===== src/rtl/fetch_stage.sv =====
// Instruction fetch stage: PC register, IF/ID pipeline register and fetch counter.
// Optional macro FETCH_ALIGN_CHECK_EN rejects misaligned redirects and flags them.
module fetch_stage #(
  parameter logic [31:0] RESET_PC  = 32'h0000_0000,
  parameter logic [31:0] NOP_INSTR = 32'h0000_0000
) (
  input  logic        clk,
  input  logic        reset,
  input  logic        stall,
  input  logic        redirect,
  input  logic [31:0] redirect_target,
  output logic [31:0] imem_addr,
  input  logic [31:0] imem_instruction,
  output logic [31:0] current_pc,
  output logic        if_id_valid,
  output logic [31:0] if_id_instr,
  output logic [31:0] if_id_pc,
  output logic [31:0] if_id_pc_plus4,
  output logic [31:0] fetch_count,
  output logic        misalign_err
);

  logic [31:0] pc_q, pc_d;
  logic        valid_q, valid_d;
  logic [31:0] instr_q, instr_d;
  logic [31:0] ifpc_q, ifpc_d;
  logic [31:0] ifpc4_q, ifpc4_d;
  logic [31:0] count_q, count_d;
  logic [31:0] pc_plus4;
  logic        misalign_hit;
  logic        take_redirect;

`ifdef FETCH_ALIGN_CHECK_EN
  logic misalign_q;

  assign misalign_hit = redirect && (redirect_target[1:0] != 2'b00);

  always_ff @(posedge clk) begin
    if (reset) begin
      misalign_q <= 1'b0;
    end else if (misalign_hit) begin
      misalign_q <= 1'b1;
    end
  end

  assign misalign_err = misalign_q;
`else
  assign misalign_hit = 1'b0;
  assign misalign_err = 1'b0;
`endif

  // A rejected misaligned redirect behaves exactly as if redirect were low.
  assign take_redirect = redirect && !misalign_hit;
  assign pc_plus4      = pc_q + 32'd4;

  always_comb begin
    pc_d    = pc_q;
    valid_d = valid_q;
    instr_d = instr_q;
    ifpc_d  = ifpc_q;
    ifpc4_d = ifpc4_q;
    count_d = count_q;
    if (take_redirect) begin
      pc_d    = redirect_target;
      valid_d = 1'b0;
      instr_d = NOP_INSTR;
      ifpc_d  = 32'h0;
      ifpc4_d = 32'h0;
    end else if (!stall) begin
      pc_d    = pc_plus4;
      valid_d = 1'b1;
      instr_d = imem_instruction;
      ifpc_d  = pc_q;
      ifpc4_d = pc_plus4;
      count_d = count_q + 32'd1;
    end
  end

  always_ff @(posedge clk) begin
    if (reset) begin
      pc_q    <= RESET_PC;
      valid_q <= 1'b0;
      instr_q <= NOP_INSTR;
      ifpc_q  <= 32'h0;
      ifpc4_q <= 32'h0;
      count_q <= 32'h0;
    end else begin
      pc_q    <= pc_d;
      valid_q <= valid_d;
      instr_q <= instr_d;
      ifpc_q  <= ifpc_d;
      ifpc4_q <= ifpc4_d;
      count_q <= count_d;
    end
  end

  assign imem_addr      = pc_q;
  assign current_pc     = pc_q;
  assign if_id_valid    = valid_q;
  assign if_id_instr    = instr_q;
  assign if_id_pc       = ifpc_q;
  assign if_id_pc_plus4 = ifpc4_q;
  assign fetch_count    = count_q;

endmodule


===== config.mk =====
export PLATFORM = sky130hd
export DESIGN_NAME = fetch_stage
export DESIGN_NICKNAME = d
export VERILOG_FILES = /design/src/rtl/fetch_stage.sv
export SDC_FILE = /design/constraint.sdc
export NUM_CORES = 1
export LEC_CHECK = 0
export ABC_AREA = 1
export BUFFER_PORTS_ARGS = -buffer_cell sky130_fd_sc_hd__buf_2
export CAP_MARGIN = 20
export CORE_MARGIN = 2
export CORE_UTILIZATION = 50
export CTS_CLUSTER_DIAMETER = 30
export DETAILED_ROUTE_END_ITERATION = 16
export PLACE_DENSITY = 0.88
export SLEW_MARGIN = 20
export SYNTH_ARGS = -nofsm -noshare
export SYNTH_HDL_FRONTEND = slang
export SYNTH_SLANG_ARGS = --single-unit

===== constraint.sdc =====
create_clock -name clk -period 1.65 [get_ports clk]
set_input_delay 0.165 -clock clk [delete_from_list [all_inputs] [get_ports clk]]
set_output_delay 0.165 -clock clk [all_outputs]
set_load 0.1 [all_outputs]

======== Yosys cells after proc, flatten, opt, wreduce, memory -nomap -nowiden ========
Cells that the tools add are included.
word-level totals
  register bits ........................... 161
  input port bits ......................... 68
  output and inout bits ................... 194
  logic and storage cells ................. 15
operators by class
  add/sub/neg operators ................... 2
  eq/ne operators ......................... 1
  muxes and demuxes ....................... 2
  bitwise logic cells ..................... 2
  reductions and logical operators ........ 2
operators with widths
  kind                                                              number
  32-bit two-way mux                                                2
  32-bit by 1-bit adder with 32-bit output (second input constant)  1
  32-bit by 3-bit adder with 32-bit output (second input constant)  1
  2-bit by 1-bit != test with 1-bit output (second input constant)  1
  1-bit inverter                                                    2
  2-bit AND reduction                                               1
  2-bit OR reduction                                                1

======== Logic depth before layout (Yosys ltp) ========
  word-level depth ........................ 3
  mapped depth ............................ 11
  gate-level depth less buffers ........... 10

======== Worst setup path before layout ========
Ideal clock, no wire load.
  kind .................................... register to register
  start ................................... register pc_q[3], in the netlist current_pc[3]
  end ..................................... register ifpc4_q[22], in the netlist if_id_pc_plus4[22]
  setup time .............................. 0.115 ns
  data arrival time ....................... 2.236 ns
  required time ........................... 1.535 ns
  setup slack ............................. -0.701 ns
  cell stages (with the launch flop) ...... 11
  buffers on the path ..................... 0
  period minus slack after synthesis ...... 2.351 ns
  cells stage by stage .................... dfxtp_1 -> ha_1 -> nand2_1 -> nor2_2 -> nand2_2 -> nor2_4 -> nand2_1 -> nand2_1 -> nand2_1 -> o21ai_0 -> inv_1
on the way
  cells in the longest elaborated chain, start to end .. 1
RTL lines
  item                                      RTL line  text
  from (decl)                               23        logic [31:0] pc_q, pc_d;
  from (signal assigned)                    88        pc_q <= pc_d;
  32-bit by 3-bit adder with 32-bit output  54        assign pc_plus4 = pc_q + 32'd4;
  to (signal assigned)                      92        ifpc4_q <= ifpc4_d;
  to (decl)                                 27        logic [31:0] ifpc4_q, ifpc4_d;
No other way between the ends.
A chain may end at the register's enable or synchronous reset.

======== Final worst setup path ========
  start ................................... register pc_q[3], in the netlist current_pc[3]
  end ..................................... register pc_q[12], in the netlist current_pc[12]
on the way
  cells in the longest elaborated chain, start to end .. 3
RTL lines
  item                                      RTL line  text
  32-bit by 3-bit adder with 32-bit output  54
  32-bit two-way mux                        69        end else if (!stall) begin
  32-bit two-way mux                        63        if (take_redirect) begin
No other way between the ends. The select of a mux whose other input is x is not followed.

==> results by group <==
Synthesis
  • Synthesis Warnings: 0
  • Xor/xnor share of the synthesized area: 0.0263
  • Post-synthesis compound-gate area fraction: 0.141
  • Largest family of logic cells by synthesized area: simple AND/OR/NAND/NOR gates
  • Library cells used by synthesis: 34
  • Cell area after synthesis: 7340 um^2
  • Simple-gate share of the synthesized area: 0.275
  • Top cell type's share of synthesized area: 0.434
  • Main flop type after synthesis: dfxtp_1
  • EDFF count, synth: 0
  • Top cells by area, synth: dfxtp_1 (43%), nand2_1 (14%), nor2_1 (7.4%)
  • Post-Synth Adder-Cell Area: 0.00341
  • Syn Area/Cell: 6.83 um^2
  • Proportion of synthesized area in mux cells: 0
  • Count of state elements after synthesis: 159
  • Syn_nets: 1144
  • Cells after Synth: 1074
  • Asr flop ratio synth: 0
  • Synth area leader: dfxtp_1
  • Register area share after synthesis: 0.434

Critical path
  • Critical Path Fanout Max: 6
  • Arr. time, crit path: 1860 ps
  • Nature of the critical path endpoint: register
  • Critical path type: reg -> reg
  • Required time of the critical path: 1990 ps
  • Worst Setup Start Kind: register

Drt
  • DRC: 0
  • Routed length on met1: 9.30 mm
  • DR vias: 7803
  • ANT nets after route: 0
  • Met3 WL post-DR: 2.16 mm
  • Highest routed layer: met5
  • 1st-pass router iterations: 5
  • Drt total wl: 22.7 mm
  • Starting DRT DRC Count: 728
  • Via density: 5.12
  • Drt wl/cell: 14.9 um
  • Routed wl met2: 10.6 mm

Clocking
  • CTS max path bufs: 2
  • Clk pin slew, worst setup/hold paths: 60 ps
  • Skew-Pair Late Insertion Delay: 420 ps
  • CTS buffer count: 17
  • Sink Count: 159
  • H-tree Lvls: 4
  • CTS tree: done
  • Root buffer cell: clkbuf_16

Final layout
  • Layout cells sized above 1: 0.299
  • Multi-input logic area: 3340 um^2
  • Layout net count: 1396
  • Register area: 3320 um^2
  • Design Area, Final: 9760 um^2
  • Syn-to-layout area delta: 33.1%
  • Filler cells: 1184

Place
  • Pre-CTS setup slack: 96.3 ps
  • Placer Congestion: 0.936
  • DP Area: 8750 um^2
  • Port Buffers: 260
  • Hpwl dp: 16.1 mm

STA
  • RSZ-0062 raised after global routing: no
  • Worst slew pin tran: 835 ps
  • Final worst setup slack: 131 ps
  • Setup violations, final: 0
  • Setup tns final: 0 ps
  • Fmax: 658 MHz
  • Final Cycle Share: 0.921
  • Fin. Hold Viols: 0
  • Clock skew: 7.39 ps
  • Crit path time final: 1520 ps
  • Max-slew headroom: 0.443
  • Max Transition Viols Final: 0

Floorplan
  • Starting density of the core: 0.509
  • Core ar.: 14400 um^2
  • I/O pin total: 262
  • Die Area: 15700 um^2
  • Die height: 125 um
  • Rows: 44
  • Die width: 125 um

Global routing
  • Antenna violations before repair: 1
  • Largest net degree at the start of global routing: 80
  • GRT Overall Usage: 0.286
  • Vias in the first global route: 7322
  • Total grt overflow: 0
  • First-pass GRT wire length: 36.6 mm

Pwr
  • Pwr per Cell Area: 1040 nW/um^2
  • Leakage power: 4.75 nW
  • Peak VDD IR: 0.660 mV

Run status
  • Status: complete, no violations

Worst hold path
  • Worst min-delay path class: in -> reg

Job
  • Max_cap viols: 0
[metrics by stage]
stage          power, W   util  std cells  hold WS [ps]
5_1_grt          0.0105  0.677       1523          11.0
3_5_place_dp    0.00627  0.607       1454           411
6_report         0.0101  0.677       1524          11.2
2_1_floorplan   0.00591      -       1074           300
3_3_place_gp    0.00626  0.607       1454           392
4_1_cts          0.0102  0.674       1523         0.773
[layout make-up]
cell class	instances	share of cell area
clock buffers	22	0.0541
flip-flops and latches	159	0.340
multi-input cells	719	0.342
repair buffers	314	0.188
inverters	115	0.0445
clock inverters	10	0.00705
well taps	184	0.0236
diodes	1	0.000256
[worst max-delay path: stages (launching register included)]
cell and delay, ps:
dfxtp_4 390, ha_4 150, nand2_2 70, nor2_4 160, nand2_4 100, nor2_4 180
xor2_1 200, nand2_1 80, a21oi_1 120
[cell usage in the layout (no fill, tap or decap), types with 20 or more instances in the layout]
| master | Yosys | layout |
|---|---|---|
| nand2_1 | 279 | 274 |
| nand3_1 | 37 | 37 |
| dlygate4sd3_1 | 0 | 37 |
| buf_2 | 3 | 260 |
| inv_1 | 111 | 111 |
| dfxtp_1 | 159 | 101 |
| a21oi_1 | 95 | 95 |
| o21ai_0 | 87 | 82 |
| clkbuf_16 | 0 | 20 |
| nor2_1 | 145 | 137 |
| dfxtp_2 | 0 | 32 |
| dfxtp_4 | 0 | 26 |
[Yosys cell counts (2+ instances only)]
cell / number
nand2_1: 279
dfxtp_1: 159
nor2_1: 145
inv_1: 111
a21oi_1: 95
o21ai_0: 87
buf_4: 37
nand3_1: 37
clkbuf_1: 35
xor2_1: 19
nor3_1: 12
a31oi_1: 7
nor2_2: 7
buf_1: 5
nor2_4: 5
a211oi_1: 4
nand4_1: 4
buf_2: 3
xnor2_1: 3
a21o_1: 2
and2_1: 2
ha_1: 2
inv_2: 2
o21bai_1: 2
[metal layers]
| metal | GRT usage | up-vias |
|---|---|---|
| li1 | - | 3851 |
| met5 | 0 | - |
| met4 | 0.0948 | 2 |
| met1 | 0.368 | 3535 |
| met2 | 0.467 | 366 |
| met3 | 0.0779 | 49 |
[logic make-up (layout without fill, tap and decap cells)]
kind of cell    after synthesis  after routing
xor+xnor                     22             22
compound gates              199            199
other cells                   1              2
buf+inv                     196            461
fa+ha+maj                     2              2
simple gates                495            495
flops                       159            159
[power by group]
group / internal (W) / total (W) / switching [W]
registers: 0.00395 / 0.00408 / 0.000130
logic: 0.000396 / 0.00219 / 0.00180
clock network: 0.00228 / 0.00387 / 0.00159
[repair_timing]
action | in CTS | in global routing
resized for setup | 0 | 15
hold buffers | 37 | 0
setup endpoints to repair | 0 | 20
hold endpoints to repair | 37 | 0
buffers inserted | 0 | 0
[worst paths after layout]
path                                            from               to  slack (ps)  depth (start not counted)
worst max-delay path                   current_pc[3]   current_pc[12]         130                          8
worst min-delay path            imem_instruction[20]  if_id_instr[20]          10                          3
worst max register to register         current_pc[3]   current_pc[12]         130                          8
worst min register to register        fetch_count[3]   fetch_count[3]         450                          1
[state kept, by name, indices dropped and copies added (netlist names)]
signal / flops
if_id_instr: 32
fetch_count: 32
if_id_pc_plus4: 30
if_id_valid: 1
if_id_pc: 32
current_pc: 32
(Power assumes the default switching activity.)
